--- config.mk ---
export PLATFORM = sky130hd
export DESIGN_NAME = adder_bist
export DESIGN_NICKNAME = d
export VERILOG_FILES = /design/src/rtl/adder_bist.sv
export SDC_FILE = /design/constraint.sdc
export NUM_CORES = 1
export LEC_CHECK = 0
export CORE_ASPECT_RATIO = 0.75
export CORE_MARGIN = 2
export CORE_UTILIZATION = 45
export DETAILED_ROUTE_END_ITERATION = 16
export GPL_TIMING_DRIVEN = 0
export PLACE_DENSITY = 0.68
export SLEW_MARGIN = 0
export SYNTH_ARGS = -nofsm -noshare
export SYNTH_HDL_FRONTEND = slang
export SYNTH_SLANG_ARGS = --single-unit
--- constraint.sdc ---
create_clock -name clk -period 6.1 [get_ports clk]
set_clock_uncertainty 0.1 [all_clocks]
set_input_delay 1.22 -clock clk [delete_from_list [all_inputs] [get_ports clk]]
set_output_delay 1.22 -clock clk [all_outputs]
set_load 0.02 [all_outputs]
--- src/rtl/adder_bist.sv ---
// Built-in self-test controller for a 1-bit adder: drives LFSR operands, checks the
// returned sum against a XOR b, and records the mismatch count and first failing index.
module adder_bist #(
    parameter int unsigned NUM_VECTORS = 1000,
    parameter logic [15:0] SEED        = 16'hACE1
) (
    input  logic        clk,
    input  logic        rst,
    input  logic        start,
    output logic        a_out,
    output logic        b_out,
    input  logic        sum_in,
    output logic        busy,
    output logic        done,
    output logic        pass,
    output logic [15:0] fail_cnt,
    output logic [15:0] first_fail_idx
);

    if (NUM_VECTORS < 1 || NUM_VECTORS > 65535) begin : g_bad_num_vectors
        $error("NUM_VECTORS must be in 1..65535");
    end
    if (SEED == 16'h0000) begin : g_bad_seed
        $error("SEED must be non-zero");
    end

    localparam logic [15:0] LastIdx = 16'(NUM_VECTORS - 1);
    localparam logic [15:0] NoFail  = 16'hFFFF;

    typedef enum logic [1:0] {StIdle, StDrive, StCheck, StDone} state_e;

    state_e      state_q, state_d;
    logic [15:0] lfsr_q, lfsr_d;
    logic [15:0] vec_q, vec_d;
    logic [15:0] fail_q, fail_d;
    logic [15:0] first_q, first_d;
    logic        feedback;
    logic        mismatch;

    assign feedback = lfsr_q[15] ^ lfsr_q[13] ^ lfsr_q[12] ^ lfsr_q[10];
    assign mismatch = sum_in != (lfsr_q[0] ^ lfsr_q[1]);

    // Next-state logic for the FSM and all datapath registers
    always_comb begin
        state_d = state_q;
        lfsr_d  = lfsr_q;
        vec_d   = vec_q;
        fail_d  = fail_q;
        first_d = first_q;
        unique case (state_q)
            StIdle, StDone: begin
                if (start) begin
                    state_d = StDrive;
                    lfsr_d  = SEED;
                    vec_d   = '0;
                    fail_d  = '0;
                    first_d = NoFail;
                end
            end
            StDrive: begin
                state_d = StCheck;
            end
            StCheck: begin
                // sum_in is only trusted here, after a full DRIVE cycle of settled operands
                if (mismatch) begin
                    fail_d = fail_q + 16'd1;
                    if (first_q == NoFail) begin
                        first_d = vec_q;
                    end
                end
                lfsr_d = {lfsr_q[14:0], feedback};
                if (vec_q < LastIdx) begin
                    vec_d   = vec_q + 16'd1;
                    state_d = StDrive;
                end else begin
                    state_d = StDone;
                end
            end
            default: begin
                state_d = StIdle;
            end
        endcase
    end

    // State register with synchronous reset taking priority over start
    always_ff @(posedge clk) begin
        if (rst) begin
            state_q <= StIdle;
            lfsr_q  <= SEED;
            vec_q   <= '0;
            fail_q  <= '0;
            first_q <= NoFail;
        end else begin
            state_q <= state_d;
            lfsr_q  <= lfsr_d;
            vec_q   <= vec_d;
            fail_q  <= fail_d;
            first_q <= first_d;
        end
    end

    // Outputs come straight from registers
    always_comb begin
        a_out          = lfsr_q[0];
        b_out          = lfsr_q[1];
        busy           = (state_q == StDrive) || (state_q == StCheck);
        done           = (state_q == StDone);
        pass           = (state_q == StDone) && (fail_q == 16'd0);
        fail_cnt       = fail_q;
        first_fail_idx = first_q;
    end

endmodule

# Yosys cells after proc, flatten, opt, wreduce, memory -nomap -nowiden
# Cells that the tools add are included.
[word_totals] reg_bits=66 input_bits=4 output_inout_bits=37
[classes] n_addsub=2 order_cmp=1 eq_ne=9 muxes=14 bitwise=4 n_reduce_logical=10
[op_table] cell="$pmux W16 S2" n=4
[op_table] cell="$mux W16" n=7
[op_table] cell="$add A16 B1 Y16 const B" n=2
[op_table] cell="$eq A16 B16 Y1 const B" n=1
[op_table] cell="$logic_not A16 Y1" n=1
[op_table] cell="$lt A16 B10 Y1 const B" n=1
[op_table] cell="$ne A2 B2 Y1 const B" n=4
[op_table] cell="$pmux W2 S3" n=1
[op_table] cell="$reduce_and A3 Y1" n=2
[op_table] cell="$eq A2 B2 Y1 const B" n=2
[op_table] cell="$mux W2" n=2
[op_table] cell="$reduce_and A4 Y1" n=1
[op_table] cell="$xor A1 B1 Y1" n=4
[op_table] cell="$eq A2 B1 Y1 const B" n=1
[op_table] cell="$logic_not A2 Y1" n=1
[op_table] cell="$reduce_and A2 Y1" n=1
[op_table] cell="$reduce_bool A2 Y1" n=1
[op_table] cell="$reduce_or A2 Y1" n=1
[op_table] cell="$logic_and A1 B1 Y1" n=1
[op_table] cell="$logic_or A1 B1 Y1" n=1
[op_table] cell="$ne A1 B1 Y1" n=1

# Depth between registers and ports, before layout
[logic_depth] word_depth=4 depth_mapped=9 ltp_nobuf=7

# Worst setup path after synthesis
# No wires, ideal clock.
[synth_timing] kind="input to register" startpoint="input sum_in" endpoint="register fail_q[9] (netlist: fail_cnt[9])" setup_ps=128 arrival_ps=2307 path_slack_ps=3565 path_stages=5 n_path_buf=0 path_cell_list="xnor3_1 -> a2111oi_4 -> nand4_1 -> xor2_1 -> nor2_1"
[synth_between] elab_chain_len=3
[synth_lines] item="start: declaration" line_no="12" text="input logic sum_in,"
[synth_lines] item="$ne A1 B1 Y1" line_no="41" text="assign mismatch = sum_in != (lfsr_q[0] ^ lfsr_q[1]);"
[synth_lines] item="$ne A2 B2 Y1 (no line)"
[synth_lines] item="$reduce_and A3 Y1 (no line)"
[synth_lines] item="end signal: assignment" line_no="97" text="fail_q <= fail_d;"
[synth_lines] item="end: declaration" line_no="35" text="logic [15:0] fail_q, fail_d;"
# Every way passes these cells.
# A chain may end at the register's enable or synchronous reset.

# Worst setup path after layout
[layout_timing] startpoint="register state_q[0]" endpoint="output pass"
[layout_between] elab_chain_len=2
[layout_lines] item="start: declaration" line_no="32" text="state_e state_q, state_d;"
[layout_lines] item="start signal: assignment" line_no="88" text="state_q <= StIdle;"
[layout_lines] item="start signal: assignment" line_no="94" text="state_q <= state_d;"
[layout_lines] item="$eq A2 B2 Y1" line_no="108" text="pass = (state_q == StDone) && (fail_q == 16'd0);"
[layout_lines] item="$logic_and A1 B1 Y1" line_no="108"
[layout_lines] item="end: declaration" line_no="15" text="output logic pass,"
# Every way passes these cells.

==> metrics.txt <==
worst slew pin tran=605.0 ps; ratio of final minimum period to clock period=54.66%; Slew Viols, Final=0; GPL Wtd Cong=0.8210; Longest Clk Path Bufs=2; FP Rows=25; RR Startpoint=state_q[0]; Post-synth ARST share=0%; Starting Density=46.07%; Hold Crit Class=register to register; share of post-route cells with drive strength above 1=7.507%; top cells by area, synth=dfxtp_1, nor2_1, xor2_1; setup_tns=0 ps; Cell variety after synth=52; Worst setup EP type=output pin; clock slew at reported path FFs=70 ps; power density over the cells=397.4 nW/um^2; Max VDD drop=0.2434 mV; post-CTS sizing=0; Ports=41; post-CTS setup buffers=0; setup slack, reg-to-reg=3350 ps; prevailing post-synth register cell=dfxtp_1; Setup violations, final=0; port bufs=40; post-DP HPWL=5001 um; clk sinks=66; Slew headroom=59.39%; total of max-cap violations=0; routed len/inst=15.26 um; via density per instance=5.608; Setup crit end=pass; outcome=finished, final reports clean; commonest cells in the netlist=dfxtp_1, nor2_1, a21oi_1, nand2_1, nor4_1; fin nets=380; Final Critical Period=3334 ps; endpoints failing hold=0; Synth area leader=dfxtp_1; GRT overflow=0; clk_lat worst skew=340 ps; n_diodes=0; Pwr Total=1.420 mW; hold_sp=lfsr_q[14]; Critical Path RT=4780 ps; Startpoint Class=register; global-route wire length before repair=11780 um; largest net degree at the start of global routing=11; vias in the first global route=2369; crit path DAT=2010 ps; CTS root buf=clkbuf_8; number of H-tree levels=3; CP max FO=5; register area share after synthesis=46.07%; max frequency=0.2999 GHz; Area Overhead vs Synth=24.61%; reg-to-reg endpoint=first_fail_idx[5]; Die X-Extent=96.18 um; synthesized cell area=2868 um^2; RSZ-0062 raised after global routing=false; YS warnings=0; total CTS buffers=9; WS Path Type=register to output pin; TritonCTS clock tree=yes; Leakage Power=1.273 nW; Vias=2546; antenna violations before repair=0; top-area cell type share of the netlist area=46.07%; Gate Count Post-Synth=318; hold buffer count at cts=0; count leader, synth=dfxtp_1; syn avg cell area=9.018 um^2; Detail Route Antenna Nets=0; die height=73.14 um; final WL=6928 um; Syn Nets=329; Hold Path Depth=2; Post-synth EDFFs=0; first-pass detailed-route iteration total=4; Yosys reg bits=66; die area=7034 um^2; initial drt markers=196; reg2reg path depth=9; Tot GR Track Use=21.90%; # DRC=0; Core Region=6225 um^2; worst setup path startpoint=state_q[0]
## worst min-delay path by stage
stage,to
3_3_place_gp,lfsr_q[6]
2_1_floorplan,lfsr_q[6]
3_5_place_dp,lfsr_q[15]
5_1_grt,lfsr_q[15]
6_report,lfsr_q[15]
4_1_cts,lfsr_q[15]
## cell usage in the layout (no fill, tap or decap), types with 2 or more instances in the layout
cell	Yosys	routed
nand3_1	13	13
clkbuf_8	1	13
nor4_1	20	20
nor2_1	46	46
a22oi_1	8	8
nor4b_1	2	2
dfxtp_1	66	66
nand4_1	15	15
or3_1	2	2
or4_1	2	2
and3_1	5	5
inv_1	5	5
clkbuf_1	9	10
and4_1	3	3
and2_1	5	5
o22ai_1	8	8
clkdlybuf4s50_1	0	40
xor2_1	15	15
xnor2_1	4	4
ha_1	7	7
nor3_1	5	5
nand2_1	21	21
o21ai_0	3	3
o21a_1	3	3
nand2b_1	2	2
a21oi_1	21	21
## through the flow
step	worst slack, ps	hold WS, ps	std cells	util [%]	instance area (um^2)
after global routing	2656	407.7	454	57.41	3573
after global placement	2633	347.7	439	54.13	3369
after detailed placement	2557	361.0	439	54.13	3369
after floorplan	3565	342.0	318	-	2868
final	2766	374.6	454	57.41	3573
after CTS	2749	376.9	454	57.41	3573
## sequential cells by signal, summed over array words and instances, names as in the netlist
signal          flops
fail_cnt           16
first_fail_idx     16
lfsr_q             16
state_q             2
vec_q              16
## cell families after synthesis
logic type	synth area share [%]
AND/OR/NAND/NOR	27.09
flip-flops	46.07
AO/OA/AOI/OAI	13.48
XOR/XNOR	6.588
buffers and inverters	3.359
adder cells (fa/ha/maj)	3.054
multiplexers	0.3491
## routing by layer
metal / track usage, % / wire length [um] / up-vias
met4: 6.190 / 36 / 0
li1: - / - / 1275
met1: 32.43 / 3613 / 1203
met3: 5.682 / 361 / 4
met5: 0 / 0 / -
met2: 31.25 / 2916 / 64
## final cells by class
type	instances	area, um^2
Sequential cell	66	1321
Multi-Input combinational cell	232	1450
Inverter	7	26.28
Clock inverter	2	35.03
Clock buffer	13	168.9
Fill cell	570	2651
Tap cell	81	101.3
Buffer	13	70.07
Timing Repair Buffer	40	400.4
## critical path, cell delays in order, from the launching register on
cell and delay [ps]:
dfxtp_1 420, ha_1 230, nor4b_1 210, and4_1 210, clkdlybuf4s50_1 600
## power breakdown
part / total [mW] / leakage (nW) / internal [mW] / switching, mW
logic: 0.534 / 0.634 / 0.185 / 0.349
registers: 0.510 / 0.534 / 0.475 / 0.0357
clock network: 0.376 / 0.106 / 0.220 / 0.156
total: 1.42 / 1.27 / 0.879 / 0.541
Note: power is estimated with default switching activity, not from simulation.
